[config.mk]
export PLATFORM = sky130hd
export DESIGN_NAME = sync_debounce
export DESIGN_NICKNAME = d
export VERILOG_FILES = /design/src/rtl/sync_debounce.sv
export SDC_FILE = /design/constraint.sdc
export NUM_CORES = 1
export LEC_CHECK = 0
export CORE_AREA = 2 2 39 41
export CTS_CLUSTER_DIAMETER = 150
export DETAILED_ROUTE_END_ITERATION = 8
export DIE_AREA = 0 0 41 43
export HOLD_SLACK_MARGIN = 0.05
export SYNTH_ARGS = -nofsm -noshare
export SYNTH_HDL_FRONTEND = slang
export SYNTH_SLANG_ARGS = --single-unit
[constraint.sdc]
create_clock -name clk -period 1.4 [get_ports clk]
set_input_delay 0.28 -clock clk [delete_from_list [all_inputs] [get_ports clk]]
set_output_delay 0.28 -clock clk [all_outputs]
set_load 0.005 [all_outputs]
[src/rtl/sync_debounce.sv]
// sync_debounce: per-channel STAGES-flop synchroniser and DEB_CYCLES debounce filter; clk/reset(async high), data_in -> data_out, rise/fall pulses, any_change
module sync_debounce #(
    parameter int WIDTH = 1,
    parameter int STAGES = 2,
    parameter int DEB_CYCLES = 4,
    parameter logic [WIDTH-1:0] RST_VAL = {WIDTH{1'b0}}
) (
    input  logic             clk,
    input  logic             reset,
    input  logic [WIDTH-1:0] data_in,
    output logic [WIDTH-1:0] data_out,
    output logic [WIDTH-1:0] rise,
    output logic [WIDTH-1:0] fall,
    output logic             any_change
);
    localparam int CW = ($clog2(DEB_CYCLES + 1) < 1) ? 1 : $clog2(DEB_CYCLES + 1);
    localparam logic [CW-1:0] TERM = CW'(DEB_CYCLES - 1);
    if (STAGES < 2 || STAGES > 4 || DEB_CYCLES < 1) begin : g_bad_cfg
        $error("sync_debounce: STAGES must be 2..4 and DEB_CYCLES >= 1");
    end
    logic [WIDTH-1:0] stage [STAGES];
    logic [WIDTH-1:0] sync;
    logic [WIDTH-1:0] flip;
    logic [CW-1:0] cnt [WIDTH];
    logic [CW-1:0] cnt_nxt [WIDTH];
    assign sync = stage[STAGES-1];
    always_ff @(posedge clk or posedge reset) begin
        if (reset) begin
            for (int j = 0; j < STAGES; j++) stage[j] <= RST_VAL;
        end else begin
            stage[0] <= data_in;
            for (int j = 1; j < STAGES; j++) stage[j] <= stage[j-1];
        end
    end
    always_comb begin
        for (int c = 0; c < WIDTH; c++) begin
            flip[c] = (sync[c] != data_out[c]) && (cnt[c] == TERM);
            cnt_nxt[c] = (sync[c] == data_out[c] || flip[c]) ? '0 : cnt[c] + 1'b1;
        end
    end
    always_ff @(posedge clk or posedge reset) begin
        if (reset) begin
            data_out <= RST_VAL;
            rise <= '0;
            fall <= '0;
            any_change <= 1'b0;
            for (int c = 0; c < WIDTH; c++) cnt[c] <= '0;
        end else begin
            data_out <= data_out ^ flip;
            rise <= flip & sync;
            fall <= flip & ~sync;
            any_change <= |flip;
            for (int c = 0; c < WIDTH; c++) cnt[c] <= cnt_nxt[c];
        end
    end
endmodule

==> results of run 1 <==
-- worst paths after layout --
| path | slack [ns] | end |
|---|---|---|
| worst max-delay path | 0.06 | any_change |
| min in group clk | 0.35 | sync |
| worst max register to register | 0.15 | flop |
| max in group asynchronous | 0.88 | cnt[2] |
| worst min-delay path | 0.28 | stage[1] |
| worst min register to register | 0.35 | sync |
-- cell families after synthesis --
group                      Yosys count  synth area share
and+or+nand+nor                      6            0.1494
DFF                                  9            0.6897
adders and majority gates            2           0.07662
xor gates and xnor gates             1           0.02682
muxes                                1           0.03448
buffers and inverters                2           0.02300
-- Yosys cell counts, drive strengths merged --
| master | instances |
|---|---|
| ha | 2 |
| nor2b | 1 |
| nor3b | 1 |
| dfrtp | 9 |
| xnor2 | 1 |
| mux2 | 1 |
| and3b | 2 |
| nor3 | 2 |
| inv | 2 |
-- final cells by class --
class                   instances  area, µm²  share of cell area
clock buffers                   4      26.28             0.05915
inverters                       2      7.507             0.01690
multi-input cells              10      93.84              0.2113
flip-flops and latches          9      225.2              0.5070
well taps                      16      20.02             0.04507
repair buffers                  7      71.32              0.1606
-- layer usage --
metal	wire [µm]	track usage	up-vias
met3	44	0.04712	2
met2	195	0.08750	7
met5	0	0	-
met4	5	0.08000	0
li1	-	-	91
met1	174	0.07770	80
-- timing repair --
| action | CTS | global route |
|---|---|---|
| endpoints found under the setup margin | 1 | 2 |
| pin swaps | 0 | 0 |
| gates resized for setup | 1 | 2 |
| endpoints found under the hold margin | 0 | 0 |
| buffers inserted | 1 | 0 |
-- metrics by stage --
stage | area, µm² | instances | hold slack, ns | total power [mW] | util
2_1_floorplan | 326.6 | 21 | 0.1079 | 0.4605 | -
3_3_place_gp | 406.6 | 43 | 0.3354 | 0.5283 | 0.2939
3_5_place_dp | 406.6 | 43 | 0.3403 | 0.5330 | 0.2939
4_1_cts | 439.2 | 48 | 0.2826 | 0.7419 | 0.3174
5_1_grt | 444.2 | 48 | 0.3135 | 0.7814 | 0.3210
6_report | 444.2 | 48 | 0.2806 | 0.7282 | 0.3210
-- where the power goes --
part	internal [mW]	total (mW)	switching (mW)
registers	0.316	0.339	0.0234
clock network	0.109	0.190	0.0807
logic	0.114	0.199	0.0853
total	0.539	0.728	0.189
==> impl_metrics.tcl, run 1 <==
set metrics [dict create \
    outcome "complete, no violations" \
    maxSlewViolCount 0 \
    crit_slowest_cell "clkdlybuf4s50_1" \
    cts_sinks 9 \
    tightest_slew_ns 0.3798 \
    max_freq_mhz 749.0 \
    path_cells "clkdlybuf4s50_1" \
    fin_skew_ns 0.002392 \
    drtIter0Drc 1 \
    fin_crit_ns 1.335 \
    post_drt_wl_per_cell_um 8.750 \
    postSynthCellCount 21 \
    p_per_area_nw_per_um2 1639 \
    r2r-start "cnt[0]" \
    rsz0062_at_grt "false" \
    antenna_found_initial 0 \
    cp-startpoint "any_change" \
    drive_above_1_share 0.2500 \
    clkTransAtPathRegs_ns 0.06 \
    io_buffers 6 \
    cp_max_fo 1 \
    cp-end-kind "output pin" \
    synthTopCellsByArea "dfrtp_1 (69%), ha_1 (7.7%), and3b_2 (6.1%)" \
    finalHoldViolations 0 \
    final_antenna_net_count 0 \
    finalSetupViolCount 0 \
    synth_seq_area_share 0.6897 \
    layout_common_cells "dfrtp_1 (9), clkbuf_4 (3), clkdlybuf4s50_1 (3)" \
    die_h_um 43 \
    critPathTopFamily "buffers and inverters" \
    num_rows 14 \
    start_util 0.2360 \
    tns_ns 0 \
    cts_made_buffers 3 \
    overflow 0 \
    num_antenna_cells 0 \
    core_region_area_um2 1384 \
    cts-root-buf "clkbuf_4" \
    gp_congestion 0.6632 \
    max_stage_delay_ns 0.49 \
    final_nets 38 \
    die_x_um 41 \
    layout_commonest_cell "dfrtp_1" \
    max-cap-violations 0 \
    clockBufferDepth 2 \
    yosysWarnings 0 \
    irDropWorstVdd_v 0.0005483 \
    synth_cell_type_count 9 \
    finalWorstSetupSlack_ns 0.06494 \
    yosys.area.top_type_share 0.6897 \
    cts_htree_levels 1 \
    avgSynthCellArea_um2 15.55 \
    worst_ep_required_time_ns 1.12 \
    worstSkewPairLatency_ns 0.25 \
    cp.depth 1 \
    num-fill-cells 134 \
    drc 0 \
    grt_pass1_wl_um 759 \
    period_share 0.9536 \
    power_leakage_nw 0.2471 \
    hold_path_class "primary input to async pin" \
    grt_start_max_net_pins 10 \
    dp_slack_ns 0.1537 \
    synthToLayoutAreaGrowth_pct 36.02 \
    syn_area_um2 326.6 \
    dpl.hpwl_um 301.6 \
    cp.arrival_ns 1.06 \
    slew_headroom 0.7450 \
    pin_count 7 \
    worst_r2r_path_depth 3 \
    start_kind "flop" \
    grt_pass1_vias 186 \
    viasPerCell 3.750 \
    first_pass_iters 2 \
    via_count 180 \
    tritoncts "yes" \
    die_area_um2 1763 \
    yosysTopAreaCell "dfrtp_1" \
    path_buf_inv 1 \
    cts_hold_buf 0 \
    ys_ff_latch 9 \
    grt.total_usage 0.07339 \
    routed_wl_um 420 \
    syn-num-nets 26 \
    critPathKind "flop to output pin" \
]
Power figures use the tool's default switching activity.
==> run 2: changes to the inputs <==
PLACE_DENSITY_LB_ADDON = 0.1   (was default)
==> run 2 against run 1 <==
Net effect:
- flip-flop and latch count unchanged
- critical path depth is the same
- register-to-register slack hardly changed
- via count shrank 1.7%
- clock power about the same
- setup slack better by 0.0019 ns
- highest routed layer is now met3
==> impl_metrics.tcl, run 2 (same netlist as run 1, synthesis figures left out) <==
set metrics [dict create \
    final_util 0.3156 \
    fin_crit_ns 1.333 \
    dpl.hpwl_um 328.3 \
    num_antenna_cells 0 \
    worstSkewPairLatency_ns 0.25 \
    finalSetupViolCount 0 \
    period_share 0.9522 \
    start_util 0.2360 \
    tightest_slew_ns 0.3743 \
    max_stage_delay_ns 0.49 \
    die_x_um 41 \
    tns_ns 0 \
    worst_ep_required_time_ns 1.12 \
    viasPerCell 3.766 \
    maxSlewViolCount 0 \
    via_count 177 \
    gp_congestion 0.7254 \
    pin_count 7 \
    cp.arrival_ns 1.05 \
    power_leakage_nw 0.2419 \
    grt_start_max_net_pins 10 \
    drive_above_1_share 0.2258 \
    routed_wl_um 437 \
    cts_sinks 9 \
    cts_made_buffers 3 \
    cts_htree_levels 1 \
    layout_common_cells "dfrtp_1 (9), clkbuf_4 (3), clkdlybuf4s50_1 (3)" \
    clkTransAtPathRegs_ns 0.06 \
    first_pass_iters 1 \
    max_freq_mhz 750.1 \
    max-cap-violations 0 \
    tritoncts "yes" \
    crit_slowest_cell "clkdlybuf4s50_1" \
    finalHoldViolations 0 \
    core_region_area_um2 1384 \
    clockBufferDepth 2 \
    hold_path_class "primary input to async pin" \
    grt_pass1_wl_um 759 \
    critPathKind "flop to output pin" \
    start_kind "flop" \
    final_antenna_net_count 0 \
    irDropWorstVdd_v 0.0004601 \
    hold_slack_ns 0.2804 \
    die_h_um 43 \
    num-fill-cells 136 \
    critPathTopFamily "buffers and inverters" \
    cp-end-kind "output pin" \
    drc 0 \
    drtIter0Drc 0 \
    num_rows 14 \
    slew_headroom 0.7487 \
    cp_max_fo 1 \
    path_cells "clkdlybuf4s50_1" \
    path_buf_inv 1 \
    stdcell_count 47 \
    rsz0062_at_grt "false" \
    p_per_area_nw_per_um2 1634 \
    io_buffers 6 \
    antenna_found_initial 0 \
    grt.total_usage 0.06816 \
    cts-root-buf "clkbuf_4" \
    overflow 0 \
    power_mw 0.7133 \
    dp.cells 43 \
    final_nets 37 \
    grt_pass1_vias 198 \
    die_area_um2 1763 \
    post_drt_wl_per_cell_um 9.298 \
    layout_commonest_cell "dfrtp_1" \
    fin_skew_ns 0.004116 \
    outcome "complete, no violations" \
    synthToLayoutAreaGrowth_pct 33.72 \
]
[run 2: cell types whose count changed in the layout (fill, tap and decap cells not counted)]
cell	delta
buf_4	-1
[run 2: final cells by class]
| class | instances | area (µm²) | area share |
|---|---|---|---|
| inverters | 2 | 7.507 | 0.01719 |
| multi-input cells | 10 | 93.84 | 0.2149 |
| clock buffers | 4 | 26.28 | 0.06017 |
| repair buffers | 6 | 63.81 | 0.1461 |
| well taps | 16 | 20.02 | 0.04585 |
| flip-flops and latches | 9 | 225.2 | 0.5158 |
[run 2: where the power goes]
| part | leakage, nW | switching, mW | internal, mW | total [mW] |
|---|---|---|---|---|
| sequential | 0.117 | 0.0306 | 0.316 | 0.346 |
| combinational | 0.110 | 0.0749 | 0.0988 | 0.174 |
| clock | 0.0150 | 0.0840 | 0.109 | 0.193 |
| total | 0.242 | 0.189 | 0.524 | 0.713 |
[run 2: final timing paths]
check | startpoint | end | slack (ns) | cells past startpoint
setup / recovery | fall | fall | 0.07 | 1
hold / removal | reset | any_change | 0.28 | 2
setup reg to reg | cnt[0] | flop | 0.16 | 3
hold reg to reg | stage[1] | sync | 0.36 | 0
max in group asynchronous | reset | sync | 0.87 | 2
min in group clk | stage[1] | sync | 0.36 | 0
[run 2: stage by stage]
stage,cell area (µm²),worst slack (ns)
6_report,436.7,0.06688
5_1_grt,436.7,0.008461
4_1_cts,431.7,0.04360
3_5_place_dp,406.6,0.1563
3_3_place_gp,406.6,0.1811
2_1_floorplan,326.6,0.2176
[run 2: repair_timing]
item                                   4_1_cts  5_1_grt
gates resized for setup                      1        2
setup endpoints to repair                    1        2
hold buffers                                 0        0
buffers inserted                             0        0
endpoints found under the hold margin        0        0
[run 2: routing by layer]
layer	GRT usage	share of wire	vias to the layer above
met3	0.03665	0.11	0
met2	0.1000	0.49	6
li1	-	-	88
met4	0.06000	0	0
met5	0	0	-
met1	0.06376	0.40	83
==> run 3: changes to the inputs <==
ABC_AREA = 1   (was default)
PLACE_DENSITY = 0.5   (was default)
PLACE_DENSITY_LB_ADDON = default   (was 0.1)
==> run 3 against run 2 <==
Net effect:
- synthesized area is 1.1% lower
- flip-flop and latch count stayed put
- power is 3.7% lower
- maximum frequency is 0.67% lower
- utilization is 0.54 points higher
- count of clock-buffer cells in the layout stayed put
- sequential power is 5% lower
- hold slack better by 0.0055 ns
- wire length is 1.4% higher
- synthesized cell count is 38% higher
- critical path depth stayed put
- combinational power is 3% lower
- largest cell class unchanged
==> impl_metrics.tcl, run 3 <==
set metrics [dict create \
    outcome "complete, no violations" \
    max-cap-violations 0 \
    period_share 0.9587 \
    power_leakage_nw 0.2694 \
    finalSetupViolCount 0 \
    yosysTopAreaCell "dfrtp_1" \
    p_sw_mw 0.1851 \
    tightest_slew_ns 0.3331 \
    hold_path_class "primary input to async pin" \
    p_sw_frac 0.2694 \
    clkPwrFrac 0.279 \
    tns_ns 0 \
    synthTopCellsByCount "dfrtp_1 (9), inv_1 (6), nor2_1 (5)" \
    syn_area_um2 322.8 \
    grt.total_usage 0.06707 \
    drtIter0Drc 0 \
    critPathTopFamily "buffers and inverters" \
    antenna_found_initial 0 \
    viasPerCell 3.643 \
    yosysMostFrequentCell "dfrtp_1" \
    final_antenna_net_count 0 \
    start_kind "flop" \
    placed_area_um2 402.9 \
    worstSkewPairLatency_ns 0.25 \
    num_antenna_cells 0 \
    max_stage_delay_ns 0.49 \
    gp_congestion 0.6137 \
    worst_r2r_path_depth 5 \
    fin_skew_ns 0.0006038 \
    synth_seq_area_share 0.6977 \
    layout_commonest_cell "dfrtp_1" \
    p_per_area_nw_per_um2 1547 \
    die_x_um 41 \
    io_buffers 6 \
    synth_cell_type_count 8 \
    maxSlewViolCount 0 \
    overflow 0 \
    dp.cells 51 \
    cts_hold_buf 0 \
    routed_wl_um 443 \
    finalHoldViolations 0 \
    max_freq_mhz 745.1 \
    start_util 0.2333 \
    yosysWarnings 0 \
    async_flop_share 1.000 \
    grt_pass1_vias 187 \
    stdcell_count 56 \
    seqPwrFrac 0.476 \
    path_buf_inv 1 \
    core_region_area_um2 1384 \
    final_nets 46 \
    die_h_um 43 \
    yosys.area.top_type_share 0.6977 \
    num-fill-cells 134 \
    drc 0 \
    layout_common_cells "dfrtp_1 (9), inv_1 (6), nor2_1 (5)" \
    path_cells "clkdlybuf4s50_1" \
    die_area_um2 1763 \
    final_util 0.3210 \
    post_drt_wl_per_cell_um 7.911 \
    fin_crit_ns 1.342 \
    num_rows 14 \
    rsz0062_at_grt "false" \
    reg2reg_setup_slack_ns 0.28 \
    cts_htree_levels 1 \
    p_comb_frac 0.244 \
    clockBufferDepth 2 \
    avgSynthCellArea_um2 11.13 \
    synth_edf_count 0 \
    cts_made_buffers 3 \
    via_count 204 \
    drive_above_1_share 0.1250 \
    cp_max_fo 1 \
    fin_area_um2 444.2 \
    tritoncts "yes" \
    slew_headroom 0.7777 \
    pin_count 7 \
    cts-root-buf "clkbuf_4" \
    irDropWorstVdd_v 0.0004406 \
    syn-num-nets 34 \
    r2r_end "cnt[0]" \
    p_int_mw 0.5021 \
    cp.arrival_ns 1.06 \
    grt_start_max_net_pins 10 \
    first_pass_iters 1 \
    critPathKind "flop to output pin" \
    worst_ep_required_time_ns 1.12 \
    synthToLayoutAreaGrowth_pct 37.60 \
    grt_pass1_wl_um 724 \
    r2r-start "cnt[0]" \
    cts_sinks 9 \
    hold_slack_ns 0.2859 \
    postSynthCellCount 29 \
    crit_slowest_cell "clkdlybuf4s50_1" \
    ys_ff_latch 9 \
    clkTransAtPathRegs_ns 0.06 \
    synthFlopType "dfrtp_1" \
    dpl.hpwl_um 342.5 \
    cp-end-kind "output pin" \
    synthTopCellsByArea "dfrtp_1 (70%), ha_1 (7.8%), inv_1 (7.0%)" \
]
[run 3: what timing repair did]
action | 4_1_cts | 5_1_grt
resized for setup | 0 | 3
endpoints found under the setup margin | 1 | 3
hold endpoints to repair | 0 | 0
buffers inserted | 1 | 0
[run 3: how the worst max path moves through the flow]
stage / startpoint / endpoint / slack (ns) / cells after the start
after floorplan: cnt[0] / cnt[0] / 0.37 / 5
after global placement: flop / data_out / 0.25 / 1
after detailed placement: flop / data_out / 0.25 / 1
after CTS: flop / data_out / 0.02 / 1
after global routing: fall / fall / 0.005 / 1
final: fall / fall / 0.06 / 1
[run 3: stage by stage]
stage	power (mW)	worst slack, ns
2_1_floorplan	0.4260	0.3678
3_3_place_gp	0.4847	0.2532
3_5_place_dp	0.4928	0.2471
4_1_cts	0.7098	0.01730
5_1_grt	0.7521	0.005212
6_report	0.6872	0.05786
[run 3: area by class of cell]
class                           count  area (µm²)  area share
Sequential cell                     9       225.2      0.5070
Timing Repair Buffer                7       75.07      0.1690
Clock buffer                        4       26.28     0.05915
Multi-Input combinational cell     14       75.07      0.1690
Inverter                            6       22.52     0.05070
Tap cell                           16       20.02     0.04507
[run 3: power by group through the flow]
stage	sequential, mW	clock, mW	combinational [mW]
6_report	0.327	0.192	0.168
5_1_grt	0.332	0.224	0.196
4_1_cts	0.330	0.202	0.178
3_5_place_dp	0.340	0	0.153
3_3_place_gp	0.337	0	0.148
2_1_floorplan	0.338	0	0.0880
[run 3: cells by family after synthesis]
logic type,share of synthesized area
compound gates,0.03098
fa+ha+maj,0.07751
buf+inv,0.06976
flops,0.6977
simple gates,0.1240
[run 3: per-layer routing]
metal,GRT usage,share of wire
met3,0.03141,0.10
met1,0.07023,0.41
met2,0.09375,0.49
met5,0,0
met4,0.06000,0
